## src/rtl/display_pkg.sv

```systemverilog
// Shared types and constants for the seven-segment display path.
// Pure declarations; no latency or flow control of its own.
// No handshake; consumed by the converter and the decoder.
package display_pkg;

    typedef enum logic {S_IDLE, S_CONVERT} b2b_state_t;

    localparam int NUM_DIGITS = 4;
    localparam int BCD_MAX    = 9999;

    typedef logic [3:0] bcd_digit_t;

    // Leading-zero mask: bit i set when digit i and every higher digit are zero.
    // The units digit is always shown, so bit 0 stays low.
    function automatic logic [3:0] calc_blank(input logic [15:0] digits);
        logic [3:0] mask;
        mask    = 4'b0000;
        mask[3] = (digits[15:12] == 4'd0);
        mask[2] = (digits[15:8]  == 8'd0);
        mask[1] = (digits[15:4]  == 12'd0);
        return mask;
    endfunction

endpackage

```

## src/rtl/bcd_adjust3.sv

```systemverilog
// Double-dabble nibble correction: add 3 when the digit is 5 or more.
// Combinational, zero latency.
// No handshake; 4-bit wrap, no carry out to the next nibble.
module bcd_adjust3
    import display_pkg::*;
(
    input  bcd_digit_t din,
    output bcd_digit_t dout
);

    assign dout = (din >= 4'd5) ? din + 4'd3 : din;

endmodule

```

## src/rtl/bin_to_bcd_seq.sv

```systemverilog
// Sequential binary-to-BCD converter, one shift-and-add-3 step per clock.
// Latency: done BIN_W+1 cycles after the start cycle; 2 cycles for values above 9999.
// Backpressure: start is ignored (not queued) while a conversion or overflow load is pending.
module bin_to_bcd_seq
    import display_pkg::*;
#(
    parameter int BIN_W = 14
) (
    input  logic             CLK,
    input  logic             RESET,
    input  logic             start,
    input  logic [BIN_W-1:0] bin,
    output logic             busy,
    output logic             done,
    output bcd_digit_t       units,
    output bcd_digit_t       tens,
    output bcd_digit_t       hundreds,
    output bcd_digit_t       thousands,
    output logic             overflow,
    output logic [3:0]       blank
);

    localparam logic [3:0] LAST_ITER = 4'(BIN_W - 1);

    b2b_state_t       state_q, state_d;
    logic [15:0]      bcd_q, bcd_d;
    logic [15:0]      bcd_adj;
    logic [15:0]      bcd_shl;
    logic [BIN_W-1:0] shift_q, shift_d;
    logic [3:0]       cnt_q, cnt_d;
    logic             ovf_pend_q, ovf_pend_d;
    logic             done_q, done_d;
    logic             ovf_q, ovf_d;
    logic [15:0]      dig_q, dig_d;
    logic [3:0]       blank_q, blank_d;
    logic             bin_over;
    logic             unused_adj_msb;

    for (genvar i = 0; i < NUM_DIGITS; i++) begin : g_adj
        bcd_adjust3 u_adj (
            .din  (bcd_q[4*i +: 4]),
            .dout (bcd_adj[4*i +: 4])
        );
    end

    // Results never exceed 9999, so the adjusted top bit is always shifted out.
    assign bcd_shl        = {bcd_adj[14:0], shift_q[BIN_W-1]};
    assign unused_adj_msb = bcd_adj[15];
    assign bin_over       = (32'(bin) > BCD_MAX);

    always_comb begin
        state_d    = state_q;
        bcd_d      = bcd_q;
        shift_d    = shift_q;
        cnt_d      = cnt_q;
        ovf_pend_d = 1'b0;
        done_d     = 1'b0;
        ovf_d      = ovf_q;
        dig_d      = dig_q;
        blank_d    = blank_q;
        case (state_q)
            S_IDLE: begin
                if (ovf_pend_q) begin
                    dig_d   = 16'h9999;
                    ovf_d   = 1'b1;
                    blank_d = 4'b0000;
                    done_d  = 1'b1;
                end else if (start) begin
                    if (bin_over) begin
                        ovf_pend_d = 1'b1;
                    end else begin
                        shift_d = bin;
                        bcd_d   = 16'h0000;
                        cnt_d   = 4'd0;
                        state_d = S_CONVERT;
                    end
                end
            end
            S_CONVERT: begin
                bcd_d   = bcd_shl;
                shift_d = shift_q << 1;
                cnt_d   = cnt_q + 4'd1;
                if (cnt_q == LAST_ITER) begin
                    dig_d   = bcd_shl;
                    ovf_d   = 1'b0;
                    blank_d = calc_blank(bcd_shl);
                    done_d  = 1'b1;
                    state_d = S_IDLE;
                end
            end
            default: state_d = S_IDLE;
        endcase
    end

    always_ff @(posedge CLK) begin
        if (RESET) begin
            state_q    <= S_IDLE;
            bcd_q      <= 16'h0000;
            shift_q    <= '0;
            cnt_q      <= 4'd0;
            ovf_pend_q <= 1'b0;
            done_q     <= 1'b0;
            ovf_q      <= 1'b0;
            dig_q      <= 16'h0000;
            blank_q    <= 4'b1110;
        end else begin
            state_q    <= state_d;
            bcd_q      <= bcd_d;
            shift_q    <= shift_d;
            cnt_q      <= cnt_d;
            ovf_pend_q <= ovf_pend_d;
            done_q     <= done_d;
            ovf_q      <= ovf_d;
            dig_q      <= dig_d;
            blank_q    <= blank_d;
        end
    end

    assign busy      = (state_q == S_CONVERT);
    assign done      = done_q;
    assign overflow  = ovf_q;
    assign blank     = blank_q;
    assign units     = dig_q[3:0];
    assign tens      = dig_q[7:4];
    assign hundreds  = dig_q[11:8];
    assign thousands = dig_q[15:12];

endmodule

```

## config.mk

```make
export PLATFORM = sky130hd
export DESIGN_NAME = bin_to_bcd_seq
export DESIGN_NICKNAME = d
export VERILOG_FILES = /design/src/rtl/display_pkg.sv /design/src/rtl/bcd_adjust3.sv /design/src/rtl/bin_to_bcd_seq.sv
export SDC_FILE = /design/constraint.sdc
export NUM_CORES = 1
export LEC_CHECK = 0
export CAP_MARGIN = 20
export CORE_ASPECT_RATIO = 1.25
export CORE_MARGIN = 3
export CORE_UTILIZATION = 51
export CTS_BUF_LIST = sky130_fd_sc_hd__clkbuf_8 sky130_fd_sc_hd__clkbuf_16
export CTS_CLUSTER_DIAMETER = 120
export DETAILED_ROUTE_END_ITERATION = 16
export HOLD_SLACK_MARGIN = 0.06
export PLACE_DENSITY = 0.84
export SETUP_SLACK_MARGIN = 0.15
export SLEW_MARGIN = 20
export SYNTH_ARGS = -nofsm -noshare
export SYNTH_HDL_FRONTEND = slang
export SYNTH_SLANG_ARGS = --single-unit
```

## constraint.sdc

```tcl
create_clock -name CLK -period 2 [get_ports CLK]
set_input_delay 0.4 -clock CLK [delete_from_list [all_inputs] [get_ports CLK]]
set_output_delay 0.4 -clock CLK [all_outputs]
set_load 0.1 [all_outputs]
```

==> results.json <==
{
  "critPathLaunch": "bcd_q[9]",
  "num_antenna_cells": 0,
  "syn_avg_cell_area_um2": 8.83,
  "clock_sinks": 57,
  "yosysSeqAreaShare": 0.440,
  "finalCriticalPeriod_ps": 1870,
  "ys_async_sr_fraction": 0,
  "drv_cap": 0,
  "htree_levels": 3,
  "synth_ff_type": "dfxtp_1",
  "antenna_found_initial": 0,
  "synth_top_area_frac": 0.440,
  "vias": 2387,
  "clk_path_buf_depth": 2,
  "grt_pass1_wl_um": 10400,
  "grt_use_total": 0.217,
  "place_area_um2": 3110,
  "critical_path_class": "flop to flop",
  "dr.pass1.iters": 5,
  "status": "finished, final reports clean",
  "drtIter0Drc": 178,
  "leakage_nw": 1.43,
  "finalPower_mw": 2.51,
  "die_h_um": 85.8,
  "syn_area_um2": 2590,
  "die_area_um2": 5990,
  "rows": 28,
  "syn_nets": 321,
  "core_area_um2": 4830,
  "area_delta_synth_final_pct": 31.3,
  "rrSetupSlack_ps": 130,
  "first_global_vias": 2275,
  "crit_chain": "inv_2 > ha_1 > and2b_1 > o21bai_2 > or3_4 > a2111oi_4 > a221o_1",
  "slew_viol_final": 0,
  "skew_ps": 9.27,
  "cp-start-kind": "flop",
  "crit_path_max_fanout": 4,
  "io_buffers": 38,
  "routed_wl_um": 6430,
  "hold_violations": 0,
  "ys_seq_elements": 57,
  "r2r_start": "bcd_q[9]",
  "fin_crit_sh": 0.933,
  "cpPeakStageDelay_ps": 360,
  "clkTransAtPathRegs_ps": 60,
  "viasPerCell": 5.75,
  "arrival_ps": 2140,
  "path_depth": 7,
  "synth_cell_types": 47,
  "worst_r2r_endpoint": "blank[1]",
  "end_kind": "flop",
  "holdCritPathClass": "flop to flop",
  "synthesis.instances": 294,
  "yosys.area.top_type": "dfxtp_1",
  "max_freq_ghz": 0.536,
  "post-dp-hpwl_um": 4310,
  "drc_errors": 0,
  "rsz0062_at_grt": "true",
  "start_util": 0.537,
  "cp_data_required_time_ps": 2280,
  "r2r_cells": 7,
  "cts_tree": "done",
  "final_nets": 379,
  "holdBufCountCts": 0,
  "cts_root_buf": "clkbuf_8",
  "overflow": 0,
  "grt_max_degree": 24,
  "layout_setup_ws_ps": 135,
  "final_util": 0.705,
  "synth_common_cells": "dfxtp_1 (57), nand2_1 (25), nor2_1 (25)",
  "ios": 40,
  "cp_top_family": "compound AO/OA/AOI/OAI gates",
  "place_congestion": 0.805,
  "yosysMostFrequentCell": "dfxtp_1",
  "crit_path_end": "blank[1]",
  "die_x_um": 69.8,
  "synth_warnings": 0,
  "stdcell_area_um2": 3410,
  "postRouteAntennaNets": 0,
  "critPathSlowestCell": "dfxtp_2",
  "synth_area_leaders": "dfxtp_1 (44%), ha_1 (4.8%), a21oi_1 (4.6%)",
  "ir_drop_v": 0.000412,
  "cts_made_buffers": 9,
  "wl_per_cell_um": 15.5,
  "synth_edf_count": 0,
  "post-place-ws_ps": -188,
  "cp.buffers_inverters": 1,
  "drive_gt1_frac": 0.268,
  "p_per_area_nw_per_um2": 735,
  "setup_violations": 0,
  "clk_latency_ps": 340
}
[where the power goes]
group          switching (mW)  total, mW  internal (mW)
Clock                   0.424      0.952          0.528
Sequential             0.0306       1.20           1.17
Combinational           0.221      0.350          0.129
Total                   0.675       2.51           1.83
[layer usage]
layer	share of wire	global-route usage	wire [um]	up-vias
li1	-	-	-	1174
met4	0.018	0.0906	119	0
met1	0.42	0.243	2710	1132
met5	0	0	0	-
met2	0.51	0.374	3300	68
met3	0.047	0.0750	304	13
[layout make-up]
class / instances / area, um^2
clock inverter: 2 / 7.51
fill: 360 / 1430
timing repair buffer: 62 / 531
inverter: 12 / 45.0
multi-input combinational: 210 / 1430
clock buffer: 12 / 165
tap: 60 / 75.1
sequential: 57 / 1150
[repair_timing]
| action | CTS | global route |
|---|---|---|
| endpoints found under the setup margin | 3 | 16 |
| pin swaps | 3 | 8 |
| setup buffers | 2 | 2 |
| gates resized for setup | 15 | 14 |
| cloned | 0 | 1 |
[cell families after synthesis]
family | after synthesis | synth area share
other | 1 | 0.00145
buffers and inverters | 28 | 0.0434
muxes | 5 | 0.0193
and+or+nand+nor | 101 | 0.189
xor gates and xnor gates | 4 | 0.0135
AOI/OAI and AO/OA | 88 | 0.245
DFF | 57 | 0.440
adders and majority gates | 10 | 0.0482
[sequential cells by signal, indices dropped and copies added (netlist names)]
signal / flops
bcd_q: 16
blank: 3
busy: 1
cnt_q: 4
dig_q: 16
done: 1
overflow: 1
ovf_pend_q: 1
shift_q: 14
[worst min-delay path by stage]
stage,slack [ps],endpoint,depth (start not counted),startpoint
final,460,shift_q[10],1,shift_q[10]
after global routing,470,shift_q[1],1,shift_q[1]
after CTS,460,shift_q[1],1,shift_q[1]
after detailed placement,440,shift_q[3],1,shift_q[3]
after global placement,440,shift_q[1],1,shift_q[1]
after floorplan,430,shift_q[10],1,shift_q[10]
[per-stage QoR]
| step | hold slack (ps) | setup TNS [ps] | cells |
|---|---|---|---|
| floorplan | 427 | 0 | 294 |
| global placement | 436 | -2140 | 396 |
| detailed placement | 445 | -2170 | 396 |
| CTS | 456 | 0 | 412 |
| global route | 473 | 0 | 415 |
| finish | 457 | 0 | 415 |
[cell usage in the layout (no fill, tap or decap), types with 4 or more instances in the layout]
cell type	synthesis	final
a21o_1	14	14
a21oi_1	24	21
a22o_1	10	10
a22oi_1	7	7
buf_4	1	44
clkbuf_8	0	12
clkdlybuf4s50_1	0	16
dfxtp_1	57	49
dfxtp_2	0	7
ha_1	10	8
inv_1	12	11
nand2_1	25	25
nand2b_1	7	6
nand3_1	19	18
nor2_1	25	24
nor3_1	9	9
o21ai_0	6	5
o22ai_1	4	4
xnor2_1	4	4
Power figures use the tool's default switching activity.
==> patch 1 (config.mk and constraints unchanged) <==
The output `done` loses its register stage (`done_q` becomes a continuous assignment).
--- a/src/rtl/bin_to_bcd_seq.sv
+++ b/src/rtl/bin_to_bcd_seq.sv
@@ -99,7 +99,6 @@
             shift_q    <= '0;
             cnt_q      <= 4'd0;
             ovf_pend_q <= 1'b0;
-            done_q     <= 1'b0;
             ovf_q      <= 1'b0;
             dig_q      <= 16'h0000;
             blank_q    <= 4'b1110;
@@ -109,12 +108,13 @@
             shift_q    <= shift_d;
             cnt_q      <= cnt_d;
             ovf_pend_q <= ovf_pend_d;
-            done_q     <= done_d;
             ovf_q      <= ovf_d;
             dig_q      <= dig_d;
             blank_q    <= blank_d;
         end
     end
+
+    assign done_q = done_d;
 
     assign busy      = (state_q == S_CONVERT);
     assign done      = done_q;
Behaviour: not the same (Yosys sat finds a counterexample within 4 cycles, from zero or initial values and one cycle with RESET high).
==> patch 1 against the unedited design <==
Clock power shrank 35%; sequential cell count shrank 1; wire length grew 1.8%; worst setup slack lost 6.0 ps; synthesized cell count grew 9.9%; largest cell class unchanged; maximum frequency shrank 0.32%; worst hold slack is essentially flat; design area shrank 0.22%; area after synthesis grew 2.9%; total power shrank 11%; largest power group unchanged; critical path depth grew 1.
==> patch 1: results (changes against the unedited design) <==
| Metric | Value |
|---|---|
| Status | finished clean |
| Global-route total usage across every layer | 21.6% (-0.042 points) |
| Post-synth cell types | 42 (-11%) |
| Insertion delay of the later-clocked pin in the worst-skew pair | 310 ps (-30 ps) |
| Share of post-route cells with drive strength above 1 | 23.0% (-3.8 points) |
| Worst R2R Start | bcd_q[12]$_SDFFE_PP0P_ |
| Launch point of the worst path | cnt_q[1]$_SDFFE_PP0P_ |
| Sw Ratio | 28.9% (+2.0 points) |
| Leak Pwr | 1.31 nW (-8.8%) |
| Largest net degree at the start of global routing | 62 (+160%) |
| Detailed-placement wirelength estimate | 4.24 mm (-1.6%) |
| Post-Place Worst Slack | -135 ps (+53.5 ps) |
| Syn Nets | 350 (+9.0%) |
| Met2 routing resource usage after global routing | 38.0% (+0.57 points) |
| Count of nets after finishing | 400 (+5.5%) |
| Pwr/cell area | 655 nW/um^2 (-11%) |
| Leading cell types by total area after synthesis | sky130_fd_sc_hd__dfxtp_1 (42%), sky130_fd_sc_hd__a21oi_1 (6.6%), sky130_fd_sc_hd__nand2_1 (5.1%) |
| Grt met1 use | 26.8% (+2.5 points) |
| Final weighted congestion in routability-driven placement | 0.765 (-5.0%) |
| Most frequent cells after synthesis | sky130_fd_sc_hd__dfxtp_1 (56), sky130_fd_sc_hd__nand2_1 (36), sky130_fd_sc_hd__a21oi_1 (35) |
| Met3 demand-to-capacity share in global routing | 3.93% (-3.6 points) |
| Kind of cell with the highest combined delay on the critical path | buffers and inverters |
| Router iterations before antenna repair | 4 (-1) |
| Critical path endpoint | done |
| Post-cts repair resize count | 11 (-4) |
| Number of buffers on the longest clock path | 2 (unchanged) |
| Number of design-rule violations left by the first detailed-router iteration | 136 (-24%) |
| Global-route wire length before repair | 10.8 mm (+4.2%) |
| Arr. time, crit path | 1470 ps (-670 ps) |
| Class of the tightest hold or removal check | reg2reg |
| Total length of routed met3 wires | 305 um (+0.33%) |
| Vias per inst | 5.76 (+0.15%) |
| R2R setup slack | 260 ps (+130 ps) |
| Max Clock Skew | 7.19 ps (-2.08 ps) |
| Clock input transition at the sequential cells of the worst setup and hold paths | 90 ps (+30 ps) |
| Sum of routed wire length over all layers | 6.55 mm (+1.8%) |
| Post-Route M1 WL | 2.87 mm (+6.1%) |
| Proportion of synthesized chip area in sequential cells | 42.0% (-2.0 points) |
| Vias in the first global route | 2298 (+1.0%) |
| Clock share of power | 28.0% (-10 points) |
| Peak clock frequency supported by timing | 534 MHz (-0.32%) |
## patch 1: cell types whose count changed after synthesis, sizes merged, moves of 4 or more
cell    change
o31ai       +5
a221oi     +11
inv        +10
a21oi      +12
a21o       -10
clkbuf      +6
nand3b      +5
a22oi       -4
nand2      +11
a22o       -10
## patch 1: logic make-up after synthesis
family / share of synthesized area (%)
xor+xnor: 1.31
fa+ha+maj: 4.69
flops: 42.0
other cells: 0.140
simple gates: 22.2
buf+inv: 6.89
mux: 1.50
compound gates: 21.3
## patch 1: metrics by stage
step           TNS, ps  utilization, %  std cells  hold WS (ps)
2_1_floorplan        0               -        323           445
3_3_place_gp     -1580            64.5        419           443
3_5_place_dp     -2530            64.5        419           444
4_1_cts              0            67.7        431           457
5_1_grt              0            69.3        434           493
6_report             0            69.3        434           457
## patch 1: worst min path at each step
stage / start / cells past startpoint / endpoint
after floorplan: shift_q[0]$_SDFFE_PP0P_ / 2 / shift_q[1]$_SDFFE_PP0P_
after global placement: dig_q[1]$_SDFFE_PP0P_ / 2 / dig_q[1]$_SDFFE_PP0P_
after detailed placement: dig_q[1]$_SDFFE_PP0P_ / 2 / dig_q[1]$_SDFFE_PP0P_
after CTS: dig_q[1]$_SDFFE_PP0P_ / 2 / dig_q[1]$_SDFFE_PP0P_
after global routing: dig_q[2]$_SDFFE_PP0P_ / 2 / dig_q[2]$_SDFFE_PP0P_
final: dig_q[1]$_SDFFE_PP0P_ / 2 / dig_q[1]$_SDFFE_PP0P_
## patch 1: area by class of cell
cell class	count	area [sq um]
clock inverter	2	7.51
fill	411	1500
multi-input combinational	222	1440
timing repair buffer	65	569
tap	60	75.1
sequential	56	1140
inverter	23	93.8
clock buffer	6	82.6
==> patch 2 (same flow settings) <==
Made on the original files. The parameter `BIN_W` goes from 14 to 28.
--- a/src/rtl/bin_to_bcd_seq.sv
+++ b/src/rtl/bin_to_bcd_seq.sv
@@ -4,7 +4,7 @@
 module bin_to_bcd_seq
     import display_pkg::*;
 #(
-    parameter int BIN_W = 14
+    parameter int BIN_W = 28
 ) (
     input  logic             CLK,
     input  logic             RESET,
Ports: changed (resized bin); port bits go from 40 to 54. The function was not compared with the original's and may differ.
==> patch 2 against the unedited design <==
Area after synthesis up 26%; non-clock buffer count up 19; wire length up 32%; total power up 18%; worst setup slack better by 54 ps; critical path type is now in2reg; design area up 29%; final cell count up 31%; combinational power down 6.3%; sequential cell count up 14; maximum frequency up 3.0%; via count up 31%.
==> patch 2: results (changes against the unedited design) <==
| Metric | Value |
|---|---|
| Sw Ratio | 26.6% (-0.38 points) |
| Top Registers | shift_q (28), bcd_q (16), dig_q (16) |
| Slowest library cell on the worst path | sky130_fd_sc_hd__clkdlybuf4s50_1 |
| Grt met1 use | 22.6% (-1.7 points) |
| Number of standard cells in the final layout excluding fillers | 543 (+31%) |
| Worst-case hold path end point | shift_q[6]$_SDFFE_PP0P_ |
| Post-synth cell types | 54 (+15%) |
| Number of buffers added on ports | 52 (+37%) |
| Share of post-route cells with drive strength above 1 | 22.3% (-4.5 points) |
| Status | finished clean |
| Global-route total usage across every layer | 20.7% (-0.92 points) |
| Worst Path Max Fanout | 6 (+2) |
| Vias | 3131 (+31%) |
| Vias in the first global route | 2783 (+22%) |
| Max VDD drop | 0.563 mV (+37%) |
| Global-route wire length before repair | 12.3 mm (+18%) |
| Met2 routing resource usage after global routing | 37.6% (+0.24 points) |
| Max Clock Skew | 5.97 ps (-3.30 ps) |
| Final-layout worst hold slack | 392 ps (-65.7 ps) |
| Router iterations before antenna repair | 4 (-1) |
| Leading cell types by total area after synthesis | sky130_fd_sc_hd__dfxtp_1 (43%), sky130_fd_sc_hd__nand2_1 (6.5%), sky130_fd_sc_hd__a21oi_1 (5.5%) |
| Start point of the worst hold path | bin[6] |
| Arr. time, crit path | 2030 ps (-110 ps) |
| Worst hold stages | 3 (+2) |
| Total placed instance area | 3860 sq um (+24%) |
| Syn Nets | 429 (+34%) |
| Most frequent cells after synthesis | sky130_fd_sc_hd__dfxtp_1 (71), sky130_fd_sc_hd__nand2_1 (57), sky130_fd_sc_hd__a21oi_1 (36) |
| R2R setup slack | 190 ps (+50 ps) |
| Post-Place Worst Slack | -328 ps (-140 ps) |
| Cell count after synthesis | 389 (+32%) |
| Maximum cell stage delay along the critical path | 460 ps (+100 ps) |
| Count of nets after finishing | 493 (+30%) |
==> patch 2: cell types whose count changed after synthesis, sizes merged, moves of 4 or more <==
cell	unedited run	this run
a211oi	3	7
a21o	14	2
a21oi	24	36
a22o	10	0
a31oi	2	12
buf	7	13
clkbuf	9	15
dfxtp	57	71
nand2	25	57
nand3	19	34
nor3	10	14
nor4	1	6
o21ai	8	12
==> patch 2: worst max-delay path by stage <==
stage	depth (start not counted)	slack (ps)	endpoint	from
after detailed placement	7	-330	shift_q[2]$_SDFFE_PP0P_	bin[7]
after global routing	7	100	bcd_q[15]$_SDFFE_PP0P_	bin[4]
final	7	190	bcd_q[15]$_SDFFE_PP0P_	bin[4]
after floorplan	5	160	blank[1]$_SDFFE_PP1P_	busy$_SDFF_PP0_
after CTS	7	120	cnt_q[3]$_SDFFE_PP0P_	bin[4]
after global placement	7	-280	cnt_q[3]$_SDFFE_PP0P_	bin[7]
==> patch 2: cell families (layout without fill, tap and decap cells) <==
family                     Yosys count  after routing  share of synthesized area, %
and+or+nand+nor                    161            161                          25.0
AOI/OAI and AO/OA                   96             96                          19.3
DFF                                 71             71                          43.4
buffers and inverters               41            110                          5.92
adders and majority gates            9              9                          3.44
xor gates and xnor gates             5              5                          1.34
muxes                                5              5                          1.53
other                                1              1                         0.115
==> patch 2: worst min-delay path: stages <==
cell and delay (ps):
sky130_fd_sc_hd__dlymetal6s2s_1 150, sky130_fd_sc_hd__nand2_1 70, sky130_fd_sc_hd__a31oi_1 70
==> patch 2: final cells by class <==
cell class                 count  area, sq um
timing repair buffer          81          823
sequential                    71         1440
tap                           85          106
multi-input combinational    277         1780
inverter                      13         48.8
clock buffer                  11          151
clock inverter                 5         56.3
fill                         446         1800
==> patch 2: timing repair <==
action                     in CTS  in global routing
setup endpoints to repair      39                 41
resized for setup              12                 38
cloned                          0                  4
pin swaps                       3                 10
setup buffers                   1                  4
==> patch 2: power by group through the flow <==
stage	registers, mW	logic, mW	clock network [mW]
2_1_floorplan	1.60	0.0743	0
3_3_place_gp	1.47	0.320	0
3_5_place_dp	1.48	0.323	0
4_1_cts	1.44	0.326	1.20
5_1_grt	1.44	0.344	1.26
6_report	1.44	0.328	1.19
==> patch 2: metal layers <==
metal  vias to the layer above  part of all wire [%]
met5                         -                     0
met4                         0                   2.7
met3                        21                   3.7
met2                        94                    53
met1                      1508                    41
li1                       1508                     -
